### config.mk
export PLATFORM = sky130hd
export DESIGN_NAME = fifo_pop_stage_flat
export DESIGN_NICKNAME = d
export VERILOG_FILES = /design/src/rtl/fifo_pop_stage_if.sv /design/src/rtl/fifo_pop_stage.sv /design/src/flat_wrapper.sv
export SDC_FILE = /design/constraint.sdc
export NUM_CORES = 1
export LEC_CHECK = 0
export BUFFER_PORTS_ARGS = -buffer_cell sky130_fd_sc_hd__buf_2
export CAP_MARGIN = 20
export CORE_ASPECT_RATIO = 1.5
export CORE_MARGIN = 2
export CORE_UTILIZATION = 59
export DETAILED_ROUTE_END_ITERATION = 7
export PLACE_DENSITY = 0.85
export SETUP_SLACK_MARGIN = 0.15
export SYNTH_ARGS = -nofsm -noshare
export SYNTH_HDL_FRONTEND = slang
export SYNTH_SLANG_ARGS = --single-unit
### constraint.sdc
create_clock -name clk_in -period 5.8 [get_ports clk_in]
set_clock_uncertainty 0.15 [all_clocks]
set_input_delay 0.29 -clock clk_in [delete_from_list [all_inputs] [get_ports clk_in]]
set_output_delay 0.29 -clock clk_in [all_outputs]
set_load 0.01 [all_outputs]
### src/rtl/fifo_pop_stage_if.sv
// rtl/fifo_pop_stage_if.sv - FIFO read side and output stream bundle for fifo_pop_stage
interface fifo_pop_stage_if #(
  parameter int DATA_WIDTH = 32
);
  logic                  fifo_empty;
  logic [DATA_WIDTH-1:0] fifo_rd_data;
  logic                  fifo_rd_req;
  logic                  m_valid;
  logic                  m_ready;
  logic [DATA_WIDTH-1:0] m_data;
  logic                  m_last;

  modport master (
    input  fifo_empty,
    input  fifo_rd_data,
    input  m_ready,
    output fifo_rd_req,
    output m_valid,
    output m_data,
    output m_last
  );

  modport slave (
    output fifo_empty,
    output fifo_rd_data,
    output m_ready,
    input  fifo_rd_req,
    input  m_valid,
    input  m_data,
    input  m_last
  );
endinterface

### src/rtl/fifo_pop_stage.sv
// rtl/fifo_pop_stage.sv - FIFO drain stage with 2-entry skid buffer, packet framing and pop counter
module fifo_pop_stage #(
  parameter int DATA_WIDTH = 32,
  parameter int PKT_BEATS  = 4,
  parameter int CNT_WIDTH  = 16
) (
  input  logic                 clk_in,
  input  logic                 areset_b,
  input  logic                 flush,
  fifo_pop_stage_if.master     bus,
  output logic [CNT_WIDTH-1:0] pop_count
);
  localparam int BEAT_W = (PKT_BEATS > 1) ? $clog2(PKT_BEATS) : 1;
  localparam logic [BEAT_W-1:0] LAST_BEAT = BEAT_W'(PKT_BEATS - 1);

  logic [DATA_WIDTH-1:0] head_data_q, head_data_d;
  logic                  head_last_q, head_last_d;
  logic [DATA_WIDTH-1:0] tail_data_q, tail_data_d;
  logic                  tail_last_q, tail_last_d;
  logic [1:0]            occ_q, occ_d;
  logic [BEAT_W-1:0]     beat_q, beat_d;
  logic [CNT_WIDTH-1:0]  pop_count_q, pop_count_d;

  logic pop;
  logic acc;
  logic new_last;

  always_comb begin
    // A full buffer may still pop when the head leaves in the same cycle
    pop      = ~flush & ~bus.fifo_empty & ((occ_q != 2'd2) | bus.m_ready);
    acc      = (occ_q != 2'd0) & bus.m_ready;
    new_last = (beat_q == LAST_BEAT);

    head_data_d = head_data_q;
    head_last_d = head_last_q;
    tail_data_d = tail_data_q;
    tail_last_d = tail_last_q;
    occ_d       = occ_q;
    beat_d      = beat_q;
    pop_count_d = pop_count_q;

    if (pop && !(&pop_count_q)) begin
      pop_count_d = pop_count_q + CNT_WIDTH'(1);
    end

    if (flush) begin
      occ_d  = 2'd0;
      beat_d = '0;
    end else begin
      if (pop) begin
        beat_d = new_last ? '0 : beat_q + BEAT_W'(1);
      end
      case ({pop, acc})
        2'b10: begin
          if (occ_q == 2'd0) begin
            head_data_d = bus.fifo_rd_data;
            head_last_d = new_last;
          end else begin
            tail_data_d = bus.fifo_rd_data;
            tail_last_d = new_last;
          end
          occ_d = occ_q + 2'd1;
        end
        2'b01: begin
          head_data_d = tail_data_q;
          head_last_d = tail_last_q;
          occ_d       = occ_q - 2'd1;
        end
        2'b11: begin
          if (occ_q == 2'd1) begin
            head_data_d = bus.fifo_rd_data;
            head_last_d = new_last;
          end else begin
            head_data_d = tail_data_q;
            head_last_d = tail_last_q;
            tail_data_d = bus.fifo_rd_data;
            tail_last_d = new_last;
          end
        end
        default: ;
      endcase
    end
  end

  always_ff @(posedge clk_in or negedge areset_b) begin
    if (!areset_b) begin
      head_data_q <= '0;
      head_last_q <= 1'b0;
      tail_data_q <= '0;
      tail_last_q <= 1'b0;
      occ_q       <= 2'd0;
      beat_q      <= '0;
      pop_count_q <= '0;
    end else begin
      head_data_q <= head_data_d;
      head_last_q <= head_last_d;
      tail_data_q <= tail_data_d;
      tail_last_q <= tail_last_d;
      occ_q       <= occ_d;
      beat_q      <= beat_d;
      pop_count_q <= pop_count_d;
    end
  end

  assign bus.fifo_rd_req = pop;
  assign bus.m_valid     = (occ_q != 2'd0);
  assign bus.m_data      = head_data_q;
  assign bus.m_last      = head_last_q;
  assign pop_count       = pop_count_q;
endmodule

### src/flat_wrapper.sv
// flat-port wrapper written by rule: the top's interface ports become plain ports
module fifo_pop_stage_flat 
#(
  parameter int DATA_WIDTH = 32,
  parameter int PKT_BEATS  = 4,
  parameter int CNT_WIDTH  = 16
)
  (clk_in, areset_b, flush, pop_count, bus_fifo_empty, bus_fifo_rd_data, bus_m_ready, bus_fifo_rd_req, bus_m_valid, bus_m_data, bus_m_last);
  fifo_pop_stage_if #(.DATA_WIDTH(DATA_WIDTH)) bus_i ();
  input  logic clk_in;
  input  logic areset_b;
  input  logic flush;
  output logic [CNT_WIDTH-1:0] pop_count;
  input wire logic [$bits(bus_i.fifo_empty)-1:0] bus_fifo_empty;
  input wire logic [$bits(bus_i.fifo_rd_data)-1:0] bus_fifo_rd_data;
  input wire logic [$bits(bus_i.m_ready)-1:0] bus_m_ready;
  output wire logic [$bits(bus_i.fifo_rd_req)-1:0] bus_fifo_rd_req;
  output wire logic [$bits(bus_i.m_valid)-1:0] bus_m_valid;
  output wire logic [$bits(bus_i.m_data)-1:0] bus_m_data;
  output wire logic [$bits(bus_i.m_last)-1:0] bus_m_last;
  assign bus_i.fifo_empty = bus_fifo_empty;
  assign bus_i.fifo_rd_data = bus_fifo_rd_data;
  assign bus_i.m_ready = bus_m_ready;
  assign bus_fifo_rd_req = bus_i.fifo_rd_req;
  assign bus_m_valid = bus_i.m_valid;
  assign bus_m_data = bus_i.m_data;
  assign bus_m_last = bus_i.m_last;
  fifo_pop_stage #(.DATA_WIDTH(DATA_WIDTH), .PKT_BEATS(PKT_BEATS), .CNT_WIDTH(CNT_WIDTH)) u_core (.clk_in(clk_in), .areset_b(areset_b), .flush(flush), .bus(bus_i), .pop_count(pop_count));
endmodule
# After elaboration in Yosys (flattened, before gate mapping)
# Index checks and enable logic that the tools add are counted.
# totals
inputBits	37
ff_bits	86
output_inout_bits	51
# classes
bitwise_logic	6
reduce_logical	11
add_sub_neg	4
eq_ne	9
muxes	17
# op_table
op	n
$mux W32	4
$pmux W32 S3	1
$pmux W32 S2	1
$add A16 B1 Y16 const B	1
$reduce_and A16 Y1	1
$mux W2	4
$eq A2 B2 Y1 const B	3
$ne A2 B2 Y1 const B	3
$reduce_bool A2 Y1	3
$reduce_bool A3 Y1	2
$add A2 B1 Y2 const B	2
$eq A2 B1 Y1 const B	2
$mux W1	4
$pmux W2 S2	1
$reduce_and A4 Y1	1
$and A1 B1 Y1	3
$pmux W1 S3	1
$reduce_and A3 Y1	1
$logic_not A2 Y1	1
$ne A2 B1 Y1 const B	1
$not A1 Y1	2
$pmux W1 S2	1
$sub A2 B1 Y2 const B	1
$logic_and A1 B1 Y1	1
2 further kinds	2

# Depth between registers and ports, before layout
# Gate-level depths: netlist (run 1).
# logic_depth
depth_word	6
depth_mapped	8
ltp_nobuf	7

# Worst setup path after synthesis (run 1)
# Ideal clock, no wire load.
# synth_path
path_type	register to register
from	register u_core.occ_q[0]
to	register u_core.head_data_q[0], in the netlist u_core.bus.m_data[0]
setup_slack_ns	3.652
path_stages_with_launch	9
n_path_buf	2
arrival_ns	1.873
path_cell_list	dfrtp_1 > inv_1 > ha_1 > nand2b_1 > buf_2 > a21oi_4 > buf_6 > mux2_4 > mux2_4
# synth_between
elab_chain_cells	6
elab_cells_between_ends	15
classes_between	eq/ne (6); mux (2); bitwise (3); reduce/logical (4)
# synth_lines
element	line	source
start, declared	fifo_pop_stage.sv:20	logic [1:0] occ_q, occ_d;
start signal, assigned	fifo_pop_stage.sv:91	occ_q <= 2'd0;
start signal, assigned	fifo_pop_stage.sv:99	occ_q <= occ_d;
$ne A2 B2 Y1	fifo_pop_stage.sv:30	pop = ~flush & ~bus.fifo_empty & ((occ_q != 2'd2) | bus.m_ready);
$or A1 B1 Y1	fifo_pop_stage.sv:30	
$and A1 B1 Y1	fifo_pop_stage.sv:30	
$eq A2 B2 Y1 or $eq A2 B1 Y1 (tied branches)	fifo_pop_stage.sv:53	case ({pop, acc})
$ne A2 B1 Y1 (no source line) or $reduce_bool A3 Y1 (tied branches)	--	
$reduce_and A3 Y1 (no source line)	--	
end signal, assigned	fifo_pop_stage.sv:95	head_data_q <= head_data_d;
end, declared	fifo_pop_stage.sv:16	logic [DATA_WIDTH-1:0] head_data_q, head_data_d;
# Parallel ways exist; a longest one is shown, timed or not.
# A chain may end at the register's enable or synchronous reset.

# Final worst setup path (run 1)
# layout_path
from	register u_core.occ_q[0]
to	register u_core.head_last_q, in the netlist u_core.bus.m_last
# layout_between
elab_chain_cells	6
elab_cells_between_ends	15
classes_between	eq/ne (6); mux (2); bitwise (3); reduce/logical (4)
# layout_lines
element	line	source
$ne A2 B2 Y1	fifo_pop_stage.sv:30	
$or A1 B1 Y1	fifo_pop_stage.sv:30	
$and A1 B1 Y1	fifo_pop_stage.sv:30	
$eq A2 B2 Y1 or $eq A2 B1 Y1 (tied branches)	fifo_pop_stage.sv:53	
$ne A2 B1 Y1 (no source line) or $reduce_bool A3 Y1 (tied branches)	--	
$reduce_and A3 Y1 (no source line)	--	
end signal, assigned	fifo_pop_stage.sv:96	head_last_q <= head_last_d;
end, declared	fifo_pop_stage.sv:17	logic head_last_q, head_last_d;
# Parallel ways exist; a longest one is shown, timed or not.

==> impl_metrics.tcl, run 1 <==
set metrics [dict create \
    port_buffers 87 \
    finalWirelength_um 7430 \
    n_antenna_cell 0 \
    clock_sinks 86 \
    synth_area_um2 4250 \
    critPathCaptureType "flop" \
    vdd_drop_max_mv 0.270 \
    drt_iter0_drc 179 \
    register_area_um2 2150 \
    drv_cap 0 \
    final_util_pct 70.7 \
    fin_total_pwr_mw 2.39 \
    whs_ns 0.0165 \
    tightest_slew_ns 0.608 \
    dr.pass1.iters 4 \
    hold_class "in2reg" \
    grt_usage_pct 20.0 \
    arrival_ns 2.93 \
    cts.repair.resized 0 \
    cts_root_buf "clkbuf_8" \
    clk_latency_ns 0.35 \
    setup_slack_ns 2.97 \
    synthToLayoutAreaGrowth_pct 14.8 \
    synth_edf_count 0 \
    critPathLaunchType "flop" \
    cts_buffer_depth 2 \
    multi_input_area_um2 1930 \
    grt_pass1_vias 2569 \
    dp_cells 433 \
    setup_viol 0 \
    synth_area_per_cell_um2 15.3 \
    pre_cts_slack_ns 2.96 \
    cts_hold_buf 1 \
    async_reset_ff_share_pct 100 \
    ios 88 \
    antenna_found_initial 0 \
    leakagePower_nw 2.39 \
    min_to "u_core.tail_data_q[22]" \
    core_region_area_um2 6900 \
    fill_cells 483 \
    grt_first_pass_wirelength_um 12000 \
    wl_per_cell_um 16.5 \
    fin_cells 451 \
    clk_pin_slew_worst_paths_ns 0.08 \
    die_area_um2 7910 \
    critical_path_class "reg2reg" \
    die_w_um 73.3 \
    crit_required_ns 5.89 \
    cts_buffers 9 \
    rsz0062_at_grt "no" \
    ys_types 36 \
    timing.reg2reg.worst_path_depth 7 \
    drive_gt1_share_pct 54.4 \
    synth_nets 320 \
    synth_seq_area_share_pct 50.7 \
    yosysWarnings 0 \
    cp_max_fo 25 \
    finalSetupTns_ns 0 \
    initial_core_util_pct 61.6 \
    synthCells 278 \
    viasPerCell 5.59 \
    place_congestion 0.731 \
    placementRows 37 \
    dp_hpwl_um 5190 \
    drc 0 \
    relSlewSlack_pct 59.5 \
    post_cts_buffers 0 \
    hold_depth 2 \
    htree_levels 3 \
    fin_crit_sh_pct 48.9 \
    powerDensity_nw_per_um2 490 \
    hp-start "bus_fifo_rd_data[22]" \
    ys.flop_type "dfrtp_1" \
    placed_cell_area_um2 4650 \
    outcome "complete, no violations" \
    reg2reg_to "u_core.bus.m_last" \
    vias 2523 \
    die_h_um 108 \
    max_freq_mhz 353 \
    overflow 0 \
    cts_tree "built" \
    finalCriticalPeriod_ns 2.83 \
    final_area_um2 4870 \
    finalMaxSlewViolations 0 \
    timing_hold_violations_final 0 \
    final_nets 411 \
    worstReg2RegStart "u_core.occ_q[0]" \
    regToRegSetupSlack_ns 2.97 \
    ys_seq_elements 86 \
    antenna_left 0 \
    grt_max_degree 87 \
]
## cells by family after synthesis
group,synth area share [%]
AO/OA/AOI/OAI,2.06
AND/OR/NAND/NOR,6.66
buffers and inverters,3.80
flip-flops,50.7
multiplexers,31.8
XOR/XNOR,3.51
adder cells (fa/ha/maj),1.47
## cell type report
| class | instances | area share (%) |
|---|---|---|
| flip-flops and latches | 86 | 44.1 |
| clock buffers | 12 | 3.18 |
| multi-input cells | 176 | 39.7 |
| clock inverters | 3 | 0.411 |
| repair buffers | 92 | 10.3 |
| well taps | 78 | 2.00 |
| inverters | 4 | 0.334 |
## worst max path at each step
stage | cells after the start | start | to
after floorplan | 8 | u_core.occ_q[0] | u_core.bus.m_data[0]
after global placement | 7 | u_core.occ_q[0] | u_core.bus.m_last
after detailed placement | 7 | u_core.occ_q[1] | u_core.bus.m_last
after CTS | 7 | u_core.occ_q[1] | u_core.bus.m_last
after global routing | 7 | u_core.occ_q[1] | u_core.bus.m_data[26]
final | 7 | u_core.occ_q[0] | u_core.bus.m_last
## sequential cells by signal, indices dropped and copies added (netlist names)
signal,flops
u_core.bus.m_data,32
u_core.tail_data_q,32
u_core.pop_count,16
u_core.beat_q,2
u_core.occ_q,2
u_core.bus.m_last,1
u_core.tail_last_q,1
## synth_stat cells (all sizes together), types with 3 or more instances
| library cell | instances | share of area [%] |
|---|---|---|
| buf | 12 | 3.4 |
| nor3 | 6 | 0.71 |
| xor2 | 15 | 3.1 |
| nand2b | 3 | 0.44 |
| a21oi | 6 | 1.2 |
| inv | 3 | 0.27 |
| nand2 | 10 | 1.2 |
| and3 | 3 | 0.44 |
| nand4 | 4 | 0.59 |
| ha | 5 | 1.5 |
| nor2 | 4 | 0.53 |
| nor4 | 5 | 1.2 |
| mux2 | 100 | 32 |
| dfrtp | 86 | 51 |
## report_power, final
group / switching, mW / total (mW) / internal [mW]
clock network: 0.204 / 0.380 / 0.176
logic: 0.406 / 0.989 / 0.584
registers: 0.157 / 1.02 / 0.864
total: 0.766 / 2.39 / 1.62
## layout by cell type, fill, tap and decap left out
cell	count
and3_1	3
o21ai_0	1
a21oi_4	2
o211ai_1	1
clkbuf_1	1
nand2_4	2
clkbuf_8	11
dlygate4sd3_1	2
nor3b_1	2
buf_2	86
clkinv_2	2
mux2_1	11
a211oi_1	2
ha_1	5
and4bb_1	1
nor3_1	6
mux2_4	60
nand2b_1	3
nor2_1	3
o31ai_1	1
nand3_1	1
nand3b_1	1
and2_1	1
and4_1	1
dfrtp_1	86
xor2_1	15
nand3_2	1
buf_4	3
clkinvlp_4	2
nand2_1	8
nor2_4	1
mux2_2	29
xnor2_1	2
inv_1	3
buf_16	1
nor4_2	3
nand4_1	4
nor4_1	2
a21oi_1	4
## metal layers
metal | vias to the layer above | global-route usage, % | part of all wire, % | wire length [um]
met3 | 13 | 3.93 | 3.9 | 291
met5 | - | 0 | 0 | 0
met4 | 0 | 10.6 | 2.3 | 171
met1 | 1276 | 22.4 | 40 | 2940
met2 | 64 | 35.2 | 54 | 4020
li1 | 1170 | - | - | -
## critical path, stage by stage (launching register included)
cell	delay [ns]
dfrtp_1	0.37
inv_1	0.09
ha_1	0.25
nand2b_1	0.30
a21oi_4	0.43
buf_4	0.49
mux2_2	0.38
mux2_2	0.25
No activity file was read; power rests on OpenSTA's default activity.
==> run 2: changes to the inputs <==
--- a/config.mk
+++ b/config.mk
@@ -9,9 +9,9 @@
 export CAP_MARGIN = 20
 export CORE_ASPECT_RATIO = 1.5
 export CORE_MARGIN = 2
-export CORE_UTILIZATION = 59
+export CORE_UTILIZATION = 49
 export DETAILED_ROUTE_END_ITERATION = 7
-export PLACE_DENSITY = 0.85
+export PLACE_DENSITY = 0.75
 export SETUP_SLACK_MARGIN = 0.15
 export SYNTH_ARGS = -nofsm -noshare
 export SYNTH_HDL_FRONTEND = slang
==> constraint.sdc (replaced) <==
create_clock -name clk_in -period 2.5 [get_ports clk_in]
set_clock_uncertainty 0.15 [all_clocks]
set_input_delay 0.125 -clock clk_in [delete_from_list [all_inputs] [get_ports clk_in]]
set_output_delay 0.125 -clock clk_in [all_outputs]
set_load 0.01 [all_outputs]
==> run 2 against run 1 <==
  * Core utilization decreased by 6.3 points
  * Sequential power rose by 130%
  * Largest power group is now combinational logic
  * Sequential share of layout area down 4.4 points
  * Via count grew 4.8%
  * Combinational power increased by 140%
  * Global-route usage shrank 2.1 points
  * Hold slack better by 0.089 ns
  * Non-clock buffer count rose by 35
==> impl_metrics.tcl, run 2 (synthesized netlist as in run 1, its figures left out) <==
set metrics [dict create \
    dr.pass1.iters 4 \
    hold_depth 3 \
    drc 0 \
    vias 2644 \
    power.internal_mw 4.32 \
    hold_class "in2reg" \
    cts_buffers 9 \
    fin_crit_sh_pct 90.4 \
    finalCriticalPeriod_ns 2.26 \
    cts_buffer_depth 2 \
    cts_tree "built" \
    place_congestion 0.729 \
    final_util_pct 64.4 \
    cts_root_buf "clkbuf_16" \
    initial_core_util_pct 50.5 \
    pre_cts_slack_ns 0.181 \
    dp_hpwl_um 5300 \
    crit_required_ns 2.56 \
    drt_iter0_drc 53 \
    die_w_um 80.0 \
    core_region_area_um2 8410 \
    rsz0062_at_grt "no" \
    cp_max_fo 18 \
    grt_first_pass_wirelength_um 13300 \
    antenna_found_initial 0 \
    finalMaxSlewViolations 0 \
    tightest_slew_ns 0.889 \
    htree_levels 3 \
    finalSetupTns_ns 0 \
    grt_max_degree 70 \
    viasPerCell 5.11 \
    finalWirelength_um 8110 \
    clk_pin_slew_worst_paths_ns 0.06 \
    die_h_um 118 \
    critical_path_class "reg2reg" \
    antenna_left 0 \
    grt_pass1_vias 2776 \
    grt_usage_pct 18.0 \
    max_freq_mhz 443 \
    relSlewSlack_pct 40.8 \
    final_area_um2 5420 \
    fill_cells 654 \
    placementRows 41 \
    ios 88 \
    p_switching_mw 1.86 \
    setup_viol 0 \
    wl_per_cell_um 15.7 \
    die_area_um2 9440 \
    final_cell_mix "buf_2, dfrtp_1, mux2_4, dlygate4sd3_1, mux2_2" \
    timing.reg2reg.worst_path_depth 7 \
    placed_cell_area_um2 4760 \
    swShare_pct 30.1 \
    port_buffers 87 \
    powerDensity_nw_per_um2 1140 \
    dp_cells 466 \
    synthToLayoutAreaGrowth_pct 27.5 \
    timing_hold_violations_final 0 \
    post_cts_buffers 0 \
    final_nets 446 \
    outcome "complete, no violations" \
    drive_gt1_share_pct 50.9 \
    fin_cells 517 \
    arrival_ns 2.32 \
    power.share.clock_pct 22.6 \
    critPathCaptureType "flop" \
    whs_ns 0.106 \
    leakagePower_nw 2.61 \
    comb_power_share_pct 39.0 \
    clock_sinks 86 \
    clk_latency_ns 0.33 \
    critPathLaunchType "flop" \
    setup_slack_ns 0.240 \
    fin_total_pwr_mw 6.18 \
    seqPwrFrac_pct 38.4 \
    drv_cap 0 \
    vdd_drop_max_mv 0.553 \
    overflow 0 \
]
==> run 2: worst paths after layout <==
kind,start,end,slack (ns)
hold / removal,bus_m_ready,u_core.occ_q[1],0.11
max in group asynchronous,areset_b,u_core.tail_data_q[12],1.22
min in group asynchronous,areset_b,u_core.bus.m_data[0],0.29
setup / recovery,u_core.occ_q[1],u_core.bus.m_last,0.24
setup reg to reg,u_core.occ_q[1],u_core.bus.m_last,0.24
hold reg to reg,u_core.pop_count[7],u_core.pop_count[7],0.34
==> run 2: power groups by stage <==
stage	Clock, mW	Combinational [mW]	Sequential [mW]
global route	1.50	2.60	2.45
floorplan	0	1.65	2.48
global placement	0	2.32	2.35
detailed placement	0	2.40	2.38
CTS	1.44	2.44	2.37
finish	1.40	2.41	2.37
==> run 2: critical path, stage by stage (launching register included) <==
cell	delay [ns]
dfrtp_1	0.37
inv_1	0.08
ha_1	0.23
nand2b_2	0.27
a21oi_4	0.21
buf_12	0.22
mux2_2	0.35
mux2_2	0.26
==> run 2: final cells by class <==
cell class / count / area [um^2] / area share, %
multi-input cells: 176 / 1940 / 35.7
diodes: 1 / 2.50 / 0.0462
well taps: 107 / 134 / 2.47
inverters: 4 / 16.3 / 0.300
repair buffers: 127 / 861 / 15.9
clock inverters: 6 / 86.3 / 1.59
clock buffers: 10 / 229 / 4.23
flip-flops and latches: 86 / 2150 / 39.7
==> run 2: repair_timing <==
item | in CTS | in global routing
hold buffers | 34 | 0
setup endpoints to repair | 0 | 18
gates resized for setup | 0 | 1
hold endpoints to repair | 103 | 0
==> run 2: layer usage <==
metal  up-vias  wire length [um]  GRT usage [%]
met5         -                 0              0
met4         0                96           6.46
met3         8               326           3.99
met2        57              4360           31.4
met1      1338              3330           21.2
li1       1241                 -              -
==> run 3: changes to the inputs <==
--- a/config.mk
+++ b/config.mk
@@ -7,11 +7,13 @@
 export LEC_CHECK = 0
 export BUFFER_PORTS_ARGS = -buffer_cell sky130_fd_sc_hd__buf_2
 export CAP_MARGIN = 20
+export CELL_PAD_IN_SITES_DETAIL_PLACEMENT = 0
+export CELL_PAD_IN_SITES_GLOBAL_PLACEMENT = 1
 export CORE_ASPECT_RATIO = 1.5
 export CORE_MARGIN = 2
-export CORE_UTILIZATION = 49
+export CORE_UTILIZATION = 41
 export DETAILED_ROUTE_END_ITERATION = 7
-export PLACE_DENSITY = 0.75
+export PLACE_DENSITY = 0.77
 export SETUP_SLACK_MARGIN = 0.15
 export SYNTH_ARGS = -nofsm -noshare
 export SYNTH_HDL_FRONTEND = slang
==> run 3 against run 2 <==
  * Routed wire length fell by 2.2%
  * Core utilization down 11 points
  * Clock power shrank 13%
  * Worst setup slack improved by 0.059 ns
  * Critical path type unchanged
  * Largest power group unchanged
  * Highest routed layer unchanged
==> impl_metrics.tcl, run 3 (synthesized netlist as in run 1, its figures left out) <==
set metrics [dict create \
    arrival_ns 2.27 \
    p_switching_mw 1.82 \
    wl_met1_um 3370 \
    wl_per_cell_um 15.1 \
    critPathLaunchType "flop" \
    dr.pass1.iters 4 \
    die_w_um 87.1 \
    tightest_slew_ns 0.527 \
    seqPwrFrac_pct 39.7 \
    final_nets 446 \
    die_h_um 129 \
    die_area_um2 11200 \
    critical_path_class "reg2reg" \
    dp_hpwl_um 5390 \
    fin_crit_sh_pct 88.0 \
    place_congestion 0.742 \
    vias 2605 \
    clock_sinks 86 \
    final_cell_mix "buf_2, dfrtp_1, mux2_4, dlygate4sd3_1, mux2_2" \
    core_region_area_um2 10100 \
    setup_slack_ns 0.299 \
    reg2reg_to "u_core.bus.m_data[26]" \
    max_freq_mhz 454 \
    placementRows 45 \
    cts_buffer_depth 2 \
    drc 0 \
    cts_buffers 9 \
    cts.repair.resized 0 \
    cts_hold_buf 34 \
    synthToLayoutAreaGrowth_pct 26.8 \
    finalSetupTns_ns 0 \
    dr_wl_met2_um 4150 \
    clk_latency_ns 0.33 \
    post_cts_buffers 0 \
    worstReg2RegStart "u_core.occ_q[1]" \
    port_buffers 87 \
    final_area_um2 5390 \
    leakagePower_nw 2.60 \
    finalWirelength_um 7930 \
    powerDensity_nw_per_um2 1110 \
    initial_core_util_pct 42.1 \
    grt_pass1_vias 2744 \
    cts_root_buf "clkbuf_16" \
    outcome "complete, no violations" \
    viasPerCell 4.95 \
    overflow 0 \
    critPathCapture "u_core.bus.m_data[26]" \
    htree_levels 3 \
    finalMaxSlewViolations 0 \
    drive_gt1_share_pct 50.9 \
    clk_pin_slew_worst_paths_ns 0.06 \
    drv_cap 0 \
    n_antenna_cell 0 \
    setup_viol 0 \
    startpoint "u_core.occ_q[1]" \
    swShare_pct 30.6 \
    finalCriticalPeriod_ns 2.20 \
    placed_cell_area_um2 4770 \
    pre_cts_slack_ns 0.304 \
    hold_class "in2async" \
    regToRegSetupSlack_ns 0.30 \
    fill_cells 861 \
    rsz0062_at_grt "no" \
    power.internal_mw 4.13 \
    antenna_found_initial 0 \
    cp_max_fo 33 \
    grt_first_pass_wirelength_um 13100 \
    routed.top_layer "met4" \
    relSlewSlack_pct 64.9 \
    vdd_drop_max_mv 0.487 \
    timing_hold_violations_final 0 \
    critPathCaptureType "flop" \
    grt_usage_pct 15.0 \
    comb_power_share_pct 39.7 \
    grt_max_degree 48 \
    drt_iter0_drc 98 \
    antenna_left 0 \
    crit_required_ns 2.57 \
    timing.reg2reg.worst_path_depth 7 \
    ios 88 \
    wl_met3_um 326 \
    cts_tree "built" \
    power.share.clock_pct 20.5 \
]
## run 3: worst min path at each step
| stage | startpoint | end | cells past startpoint |
|---|---|---|---|
| finish | areset_b | u_core.tail_data_q[26] | 2 |
| global route | bus_m_ready | u_core.occ_q[1] | 4 |
| CTS | areset_b | u_core.bus.m_data[24] | 2 |
| detailed placement | areset_b | u_core.tail_data_q[26] | 1 |
| global placement | areset_b | u_core.tail_data_q[26] | 1 |
| floorplan | areset_b | u_core.beat_q[0] | 0 |
## run 3: power by group through the flow
stage | sequential (mW) | clock, mW | combinational, mW
2_1_floorplan | 2.48 | 0 | 1.65
3_3_place_gp | 2.36 | 0 | 2.31
3_5_place_dp | 2.39 | 0 | 2.35
4_1_cts | 2.37 | 1.26 | 2.40
5_1_grt | 2.44 | 1.32 | 2.58
6_report | 2.36 | 1.22 | 2.37
## run 3: stage by stage
| stage | power (mW) | cells | hold slack, ns | util (%) |
|---|---|---|---|---|
| floorplan | 4.13 | 278 | -0.321 | - |
| CTS | 6.04 | 526 | 0.173 | 53.4 |
| finish | 5.95 | 526 | 0.162 | 53.4 |
| global route | 6.35 | 526 | 0.208 | 53.4 |
| detailed placement | 4.75 | 476 | -0.00498 | 47.3 |
| global placement | 4.66 | 476 | -0.00881 | 47.3 |
## run 3: cell type report
type / instances / area, um^2 / area share, %
Clock buffer: 10 / 239 / 4.44
Clock inverter: 6 / 37.5 / 0.697
Inverter: 4 / 16.3 / 0.302
Multi-Input combinational cell: 176 / 1930 / 35.9
Sequential cell: 86 / 2150 / 40.0
Tap cell: 117 / 146 / 2.72
Timing Repair Buffer: 127 / 861 / 16.0
## run 3: critical path, cell delays in order, from the launching register on
cell and delay (ns):
dfrtp_1 0.38, inv_1 0.09, ha_1 0.23, nand2b_1 0.20
a21oi_4 0.15, buf_12 0.27, mux2_2 0.37, mux2_2 0.25
## run 3: per-layer routing
metal,up-vias,GRT usage (%)
met5,-,0
met4,0,6.24
met3,7,3.53
met2,56,26.2
met1,1300,17.5
li1,1242,-
